==> src/rtl/uart_sram_pkg.sv <==
// Shared types for the UART <-> SRAM burst bridge: FSM states, strobe levels, word geometry.
package uart_sram_pkg;

  typedef enum logic [3:0] {
    IDLE, RX_WAIT, RX_STROBE, RX_LATCH, SRAM_WR, SRAM_RD, TX_LAUNCH, TX_BYTE, DONE
  } state_t;

  typedef enum logic [2:0] {
    TX_IDLE, TX_LOAD, TX_STROBE, TX_TBRE, TX_TSRE
  } tx_state_t;

  localparam logic STB_ON  = 1'b0;
  localparam logic STB_OFF = 1'b1;

  function automatic int bytes_per_word(input int data_w);
    return data_w / 8;
  endfunction

endpackage

==> src/rtl/uart_byte_tx.sv <==
// One UART byte write: load/strobe, then wait for the holding and shift registers to drain.
module uart_byte_tx
  import uart_sram_pkg::*;
(
  input  logic       clk,
  input  logic       rst,
  input  logic       start,
  input  logic [7:0] data,
  input  logic       tbre,
  input  logic       tsre,
  output logic       wrn,
  output logic [7:0] dq,
  output logic       oe,
  output logic       done
);
  tx_state_t st;

  always_ff @(posedge clk or posedge rst) begin
    if (rst) begin
      st   <= TX_IDLE;
      wrn  <= STB_OFF;
      dq   <= '0;
      oe   <= 1'b0;
      done <= 1'b0;
    end else begin
      done <= 1'b0;
      case (st)
        TX_IDLE: if (start) begin
          st  <= TX_LOAD;
          dq  <= data;
          oe  <= 1'b1;
          wrn <= STB_ON;
        end
        // data stays driven through the strobe-release cycle for hold time
        TX_LOAD: begin
          wrn <= STB_OFF;
          st  <= TX_STROBE;
        end
        TX_STROBE: begin
          oe <= 1'b0;
          dq <= '0;
          st <= TX_TBRE;
        end
        TX_TBRE: if (tbre) st <= TX_TSRE;
        TX_TSRE: if (tsre) begin
          st   <= TX_IDLE;
          done <= 1'b1;
        end
        default: st <= TX_IDLE;
      endcase
    end
  end

endmodule

==> src/rtl/uart_sram_burst_bridge.sv <==
// UART burst -> SRAM words -> read-back -> UART echo with shadow-compare error count.
// Optional UART_SRAM_CHECKSUM_EN appends an 8-bit additive checksum byte to the echo.
module uart_sram_burst_bridge
  import uart_sram_pkg::*;
#(
  parameter int DATA_W    = 32,
  parameter int ADDR_W    = 20,
  parameter int LEN_W     = 8,
  parameter int WR_CYCLES = 2,
  parameter int RD_CYCLES = 2
) (
  input  logic              clk,
  input  logic              rst,
  input  logic              start,
  input  logic [ADDR_W-1:0] base_addr,
  input  logic [LEN_W-1:0]  len,
  output logic              busy,
  output logic              done,
  output logic [LEN_W-1:0]  err_cnt,
  input  logic [DATA_W-1:0] dq_i,
  output logic [DATA_W-1:0] dq_o,
  output logic              dq_oe,
  output logic [ADDR_W-1:0] ram_addr,
  output logic              ram_ce_n,
  output logic              ram_oe_n,
  output logic              ram_we_n,
  output logic              uart_rdn,
  output logic              uart_wrn,
  input  logic              uart_dataready,
  input  logic              uart_tbre,
  input  logic              uart_tsre
);
  localparam int BPW  = bytes_per_word(DATA_W);
  localparam int LW   = (BPW > 1) ? $clog2(BPW) : 1;
  localparam int CMAX = (WR_CYCLES > RD_CYCLES) ? WR_CYCLES : RD_CYCLES;
  localparam int CW   = $clog2(CMAX + 1);

  state_t            state;
  logic [ADDR_W-1:0] base_r;
  logic [LEN_W-1:0]  len_r, idx;
  logic [LW-1:0]     lane;
  logic [CW-1:0]     cyc;
  logic [DATA_W-1:0] pack, rd_word, wr_dq;
  logic              wr_oe, tx_start, tx_done, tx_oe;
  logic [7:0]        tx_byte, tx_dq, rd_byte, tail_byte;
  logic              tail_pending, last;
  logic [7:0]        shadow [2**LEN_W];

  assign rd_byte = rd_word[lane*8 +: 8];
  assign last    = (idx == len_r - LEN_W'(1));
  assign dq_o    = wr_dq | DATA_W'(tx_dq);
  assign dq_oe   = wr_oe | tx_oe;

  always_ff @(posedge clk)
    if (state == RX_STROBE) shadow[idx] <= dq_i[7:0];

`ifdef UART_SRAM_CHECKSUM_EN
  logic [7:0] csum;
  logic       csum_sent;
  always_ff @(posedge clk or posedge rst) begin
    if (rst) begin
      csum      <= '0;
      csum_sent <= 1'b0;
    end else if (state == IDLE && start) begin
      csum      <= '0;
      csum_sent <= 1'b0;
    end else begin
      if (state == RX_STROBE) csum <= csum + dq_i[7:0];
      if (state == TX_BYTE && tx_done && last) csum_sent <= 1'b1;
    end
  end
  assign tail_pending = !csum_sent;
  assign tail_byte    = csum;
`else
  assign tail_pending = 1'b0;
  assign tail_byte    = 8'h00;
`endif

  uart_byte_tx u_tx (
    .clk  (clk),
    .rst  (rst),
    .start(tx_start),
    .data (tx_byte),
    .tbre (uart_tbre),
    .tsre (uart_tsre),
    .wrn  (uart_wrn),
    .dq   (tx_dq),
    .oe   (tx_oe),
    .done (tx_done)
  );

  always_ff @(posedge clk or posedge rst) begin
    if (rst) begin
      state <= IDLE;
      busy <= 1'b0; done <= 1'b0; err_cnt <= '0;
      ram_addr <= '0; base_r <= '0; len_r <= '0; idx <= '0; lane <= '0; cyc <= '0;
      ram_ce_n <= STB_OFF; ram_oe_n <= STB_OFF; ram_we_n <= STB_OFF; uart_rdn <= STB_OFF;
      pack <= '0; rd_word <= '0; wr_dq <= '0; wr_oe <= 1'b0;
      tx_start <= 1'b0; tx_byte <= '0;
    end else begin
      done     <= 1'b0;
      tx_start <= 1'b0;
      case (state)
        IDLE: if (start) begin
          busy <= 1'b1; err_cnt <= '0;
          base_r <= base_addr; ram_addr <= base_addr; len_r <= len;
          idx <= '0; lane <= '0; pack <= '0;
          if (len == '0) begin
            done  <= 1'b1;
            state <= DONE;
          end else state <= RX_WAIT;
        end
        RX_WAIT: if (uart_dataready) begin
          uart_rdn <= STB_ON;
          state    <= RX_STROBE;
        end
        // byte is taken while rdn is still low so the UART is still driving it
        RX_STROBE: begin
          pack[lane*8 +: 8] <= dq_i[7:0];
          uart_rdn <= STB_OFF;
          idx   <= idx + LEN_W'(1);
          lane  <= (lane == LW'(BPW-1)) ? '0 : lane + LW'(1);
          state <= RX_LATCH;
        end
        RX_LATCH: if (lane == '0 || idx == len_r) begin
          ram_ce_n <= STB_ON; ram_we_n <= STB_ON;
          wr_oe <= 1'b1; wr_dq <= pack; cyc <= '0;
          state <= SRAM_WR;
        end else state <= RX_WAIT;
        SRAM_WR: begin
          if (cyc == CW'(WR_CYCLES-1)) begin
            ram_ce_n <= STB_OFF; ram_we_n <= STB_OFF; wr_oe <= 1'b0;
            cyc <= cyc + CW'(1);
          end else if (cyc == CW'(WR_CYCLES)) begin
            wr_dq <= '0; pack <= '0;
            ram_addr <= ram_addr + ADDR_W'(1);
            if (idx != len_r) state <= RX_WAIT;
            else begin
              ram_addr <= base_r; idx <= '0; lane <= '0; cyc <= '0;
              ram_ce_n <= STB_ON; ram_oe_n <= STB_ON;
              state <= SRAM_RD;
            end
          end else cyc <= cyc + CW'(1);
        end
        SRAM_RD: if (cyc == CW'(RD_CYCLES-1)) begin
          rd_word  <= dq_i;
          ram_ce_n <= STB_OFF; ram_oe_n <= STB_OFF;
          state    <= TX_LAUNCH;
        end else cyc <= cyc + CW'(1);
        TX_LAUNCH: begin
          tx_byte  <= rd_byte;
          tx_start <= 1'b1;
          if (rd_byte != shadow[idx] && err_cnt != '1) err_cnt <= err_cnt + LEN_W'(1);
          state <= TX_BYTE;
        end
        TX_BYTE: if (tx_done) begin
          if (last) begin
            if (tail_pending) begin
              tx_byte  <= tail_byte;
              tx_start <= 1'b1;
            end else begin
              done  <= 1'b1;
              state <= DONE;
            end
          end else if (lane == LW'(BPW-1)) begin
            idx <= idx + LEN_W'(1); lane <= '0; cyc <= '0;
            ram_addr <= ram_addr + ADDR_W'(1);
            ram_ce_n <= STB_ON; ram_oe_n <= STB_ON;
            state <= SRAM_RD;
          end else begin
            idx <= idx + LEN_W'(1); lane <= lane + LW'(1);
            state <= TX_LAUNCH;
          end
        end
        DONE: begin
          busy  <= 1'b0;
          state <= IDLE;
        end
        default: state <= IDLE;
      endcase
    end
  end

endmodule

==> config.mk <==
export PLATFORM = sky130hd
export DESIGN_NAME = uart_sram_burst_bridge
export DESIGN_NICKNAME = d
export VERILOG_FILES = /design/src/rtl/uart_sram_pkg.sv /design/src/rtl/uart_byte_tx.sv /design/src/rtl/uart_sram_burst_bridge.sv
export SDC_FILE = /design/constraint.sdc
export NUM_CORES = 2
export LEC_CHECK = 0
export BUFFER_PORTS_ARGS = -buffer_cell sky130_fd_sc_hd__buf_2
export CAP_MARGIN = 10
export CORE_MARGIN = 1
export CORE_UTILIZATION = 45
export CTS_CLUSTER_DIAMETER = 150
export CTS_CLUSTER_SIZE = 12
export DETAILED_ROUTE_END_ITERATION = 8
export MAX_ROUTING_LAYER = met4
export PLACE_DENSITY = 0.7
export SLEW_MARGIN = 10
export SYNTH_ARGS = -nofsm -noshare
export SYNTH_HDL_FRONTEND = slang
export SYNTH_SLANG_ARGS = --single-unit
==> constraint.sdc <==
create_clock -name clk -period 5.1 [get_ports clk]
set_input_delay 0.255 -clock clk [delete_from_list [all_inputs] [get_ports clk]]
set_output_delay 0.255 -clock clk [all_outputs]
set_load 0.02 [all_outputs]
After elaboration in Yosys (flattened, before gate mapping):

Memories as Yosys holds them, arrays and structs flattened.
Index checks and enable logic that the tools add are counted.
Widths: inputs -> output; s select.

* flip-flop bits (word level): 198
* latch bits: 0
* RAM bits: 2048
* ROM bits: 0
* bits of input ports: 66
* output and inout port bits: 68
* logic and storage cells: 202
* memories kept: 1

Memories
* shadow: depth 256, bits a word 8, rd ports 1, clocked after Yosys merged registers in 0, wr ports 1, RTL line uart_sram_burst_bridge.sv:47 `logic [7:0] shadow [2**LEN_W];`

* add/subtract/negate cells: 7
* $mul: 0
* div/mod/pow operators: 0
* order comparisons: 0
* equality and inequality tests: 39
* shift operators: 3
* mux-type cells: 91
* bitwise logic cells: 2
* reductions and logical operators: 34

Operators by type and width (number)
* $mux 20: 7
* $mux 32: 4
* $pmux 32 s3: 1
* $mux 8: 8
* $pmux 32 s2: 1
* $pmux 20 s3: 1
* $neg 5->34: 1
* $shift 8x34->32 const A: 1
* $shiftx 8x34->32: 1
* $bwmux 32: 1
* $mux 4: 8
* $or 32x8->32: 1
* $pmux 4 s8: 1
* $pmux 8 s2: 2
* $pmux 8 s4: 1
* $shiftx 32x6->8: 1
* $mux 2: 15
* $ne 2x2->1 const B: 15
* $mux 1: 24
* $reduce_and 7->1: 3
* $add 20x1->20 const B: 1
* $add 8x1->8 const B: 2
* $eq 4x3->1 const B: 4
* $eq 8x8->1: 2
* other kinds (36): 70

Depth between registers and ports, before layout:

* depth in word-level cells: 5
* depth in mapped cells: 16

Modules after synthesis:

Synthesis repeated with hierarchy kept, for this count alone.

* cells, all modules: 4976
* area total of the unflattened synthesis: 89422.0 sq um

Modules (own cells, without submodules)
* uart_sram_burst_bridge: instances 1, cells an instance 4906, area an instance 88678.8 sq um, seq. area each 66108.4 sq um
* uart_byte_tx: instances 1, cells an instance 70, area an instance 743.2 sq um, seq. area each 351.6 sq um

Worst setup path after synthesis:

No wires, ideal clock.

* path type: register to register
* start point: register idx[0]
* end point: register err_cnt[7]
* arrival: 3.408 ns
* required time: 5.022 ns
* setup slack: 1.614 ns
* cell stages (with the launch flop): 13
* path buffers: 2
* period minus slack after synthesis: 3.486 ns
* path through: dfrtp_1 > buf_6 > buf_2 > mux4_2 > mux4_2 > a2111oi_0 > o21ai_0 > o21a_1 > o311ai_0 > xor2_1 > o2111a_2 > or4_1 > a21oi_1

* longest elaborated chain between the ends: 5

RTL lines
* start, declared: RTL line uart_sram_burst_bridge.sv:40 `logic [LEN_W-1:0] len_r, idx;`
* start signal, assigned: RTL line uart_sram_burst_bridge.sv:121 `idx <= idx + LEN_W'(1);`
* start signal, assigned: RTL line uart_sram_burst_bridge.sv:171 `idx <= idx + LEN_W'(1); lane <= lane + LW'(1);`
* $mem_v2 256x8
* $ne 8x8->1: RTL line uart_sram_burst_bridge.sv:153 `if (rd_byte != shadow[idx] && err_cnt != '1) err_cnt <= err_cnt + LEN_W'(1);`
* $logic_and 1x1->1: RTL line uart_sram_burst_bridge.sv:153
* $ne 2x2->1 (no line)
* $reduce_and 3->1 (no line)
* end signal, assigned: RTL line uart_sram_burst_bridge.sv:153
* end, declared: RTL line uart_sram_burst_bridge.sv:19 `output logic [LEN_W-1:0] err_cnt,`

No other way between the ends.
A chain may end at the register's enable or synchronous reset.

Worst setup path in the final report:

Ends and elaborated chain as after synthesis.

==> run metrics <==
htree depth=4; Synth async-reset ratio=0.08816; Post-Layout Cell Count=around 8000; clk_skew=about 0.064 ns; Post CTS Setup Buffer Count=0; Final Core Density=0.5084; WHS Path Cells=1; Main synth FF type=edfxtp_1; combinational share of power=0.216; flop-to-flop setup slack=about 0.31 ns; r2r startpoint=idx[0]; clk root buf=clkbuf_16; top-level I/O count=around 130; slew margin rel.=0.1747; initial antenna violation count=4; post-synthesis sequential area ratio=0.7441; placed cells=7615; row count=roughly 160; GR Overflow Total=0; GR Util All Layers=0.2329; Synth warnings=0; pwr dens=444.9 nW/um^2; Via density=around 6.1; Yosys top cell by area=edfxtp_1; Syn Nets=a little over 5000; CP Max Fanout=41; Post-synth EDFFs=between 2000 and 2500; reg2reg path depth=14; DRT iter0 DRCs=roughly 6400; CORE AREA=~200000 sq um; VDD IR max=between 0.3 and 0.4 mV; worst path arrival time=around 5.6 ns; port buffer count=~130; drt drc=0; Crit path required time=5.87 ns; post-DR wirelength/cell=28.57 microns; fraction of layout cells with a size suffix above 1=0.1897; fin nets=around 5300; most frequent cells after synthesis=edfxtp_1 (2048), mux2i_1 (435), mux4_2 (341); Worst Setup End Kind=flop; Synth Area per Inst=approximately 18 sq um; Hold WC Path Type=primary input to flop; top cells by area, synth=edfxtp_1 (69%), mux4_2 (8.6%), dfrtp_1 (5.4%); clk buf depth=3; CP Launch Type=flop; P&R area growth vs syn=12.25%; Total Negative Setup Slacks=0 ns; most common cell in the synthesized netlist=edfxtp_1; fraction of post-synthesis cell area in the top cell type by area=0.6885; CP Class=flop to flop; Net Switching=~13 mW; dpl hpwl=between 100 and 150 mm; actual slew at the worst max-slew pin=approximately 1.2 ns; routed wire length=around 230 mm; Fin. Hold Viols=0; 1st-pass router iterations=6; Worst-Skew Late Latency=0.86 ns; Seq pwr share=0.474; vias in the first global route=roughly 48000; Yosys reg bits=2246; Leakage=~31 nW; Final setup viols=0; clk sinks=around 2200; Placed Area=approximately 94000 sq um; Initial Utilization=0.4529; worst hold path startpoint=dq_i[3]; TritonCTS clock tree=yes; internal power=approximately 32 mW; Die Height=roughly 450 microns; synth unique cells=70; RSZ-0062 raised after global routing=no; period utilisation layout=0.9388; Die ar.=between 200000 and 250000 sq um; Clock transition at path regs=0.06 ns; Clk pwr share=0.310; post-layout min period=between 4 and 5 ns; CTS buffer count=between 200 and 250; sw frac=0.2829; Syn Std Cell Area=around 89000 sq um; Gate Count Post-Synth=between 4000 and 5000; via count=around 50000; max-cap violation count=0; largest net degree at the start of global routing=about 220; max frequency=around 210 MHz; die width=around 450 microns; outcome=complete, no violations; routability cong.=approximately 0.9; hold endpoint=shadow[5][3]; global-route wire length before repair=approximately 330 mm; r2r endpoint=err_cnt[7]; design area=100300 sq um; Routed Antenna Nets=0; Final Max Slew Viols=0
==> worst max-delay path, stage by stage, from the launching register on <==
cell and delay, ns:
dfrtp_4 0.57, buf_12 0.23, buf_12 0.30, buf_4 0.27, mux4_2 0.53, mux2i_1 0.28, nor2_1 0.06, a2111oi_0 0.62
o21ai_0 0.24, o21a_1 0.16, o311ai_1 0.18, xor2_1 0.18, o2111a_2 0.29, or4_1 0.52, a21oi_1 0.16
==> sequential cells by signal (all words and copies together), names as in the netlist, 2 cells and up <==
signal    cells
shadow     2048
ram_addr     20
u_tx.dq       8
err_cnt       8
lane          2
cyc           2
pack         32
u_tx.st       3
wr_dq        32
tx_byte       8
len_r         8
idx           8
base_r       20
rd_word      32
state         4
==> cell type report <==
class | instances | area, sq um
inverters | 13 | 52.55
diodes | 5 | 12.51
well taps | 2640 | 3303
repair buffers | 417 | 3496
clock inverters | 16 | 347.8
flip-flops and latches | 2246 | 66480
clock buffers | 258 | 5350
multi-input cells | 2365 | 21220
fillers | 15545 | 96950
==> repair_timing <==
action	CTS	global route
endpoints found under the hold margin	282	0
hold buffers	66	0
setup endpoints to repair	0	3
gates resized for setup	0	2
==> power groups by stage <==
stage	Clock, mW	Combinational [mW]	Sequential, mW
finish	13.8	9.64	21.1
global route	14.6	10.2	21.2
CTS	14.0	9.57	21.1
detailed placement	0	9.46	21.5
global placement	0	9.36	21.5
floorplan	0	6.30	21.4
==> cell usage in the layout, fill, tap and decap left out, drive strengths merged, types with 6 or more instances in the layout <==
cell and count:
a31oi 20, dfrtp 193, nand4 17, a21oi 70
xnor2 27, nor3 27, xor2 11, and2 12
o22ai 15, a221oi 26, a211oi 9, nand2 281
inv 17, clkinv 11, a22o 49, a221o 6
and3 17, a41oi 15, nor4 14, nand3 120
edfxtp 2048, nand2b 10, a2111oi 7, clkbuf 266
a22oi 229, nor2 334, ha 16, nor2b 27
o21ai 105, mux2i 435, buf 343, dlygate4sd3 66
mux2 47, mux4 341, or2 20
==> through the flow <==
step | hold slack [ns] | total power [mW] | setup WS (ns)
2_1_floorplan | 0.3539 | 27.70 | 1.614
3_3_place_gp | 0.4562 | 30.82 | 0.2916
3_5_place_dp | 0.4620 | 30.95 | 0.3627
4_1_cts | 0.01218 | 44.70 | 0.3240
5_1_grt | 0.06107 | 45.99 | 0.09558
6_report | 0.03181 | 44.61 | 0.3123
==> kinds of logic after synthesis <==
kind of cell,synth area share
mux,0.1407
xor+xnor,0.003726
compound gates,0.04543
buf+inv,0.01911
simple gates,0.04476
fa+ha+maj,0.002241
flops,0.7441
==> routing by layer <==
| layer | track usage | part of all wire |
|---|---|---|
| met1 | 0.3141 | 0.39 |
| met2 | 0.3542 | 0.47 |
| met5 | - | 0 |
| met4 | 0.08225 | 0.035 |
| met3 | 0.04569 | 0.098 |
==> worst max path at each step <==
stage | slack (ns) | end | from | depth (start not counted)
6_report | 0.31 | err_cnt[7] | idx[0] | 14
3_3_place_gp | 0.29 | err_cnt[0] | idx[0] | 15
2_1_floorplan | 1.61 | err_cnt[7] | idx[0] | 12
4_1_cts | 0.32 | err_cnt[7] | idx[0] | 14
3_5_place_dp | 0.36 | err_cnt[7] | idx[0] | 14
5_1_grt | 0.1 | err_cnt[3] | idx[0] | 13
Power figures use the tool's default switching activity.
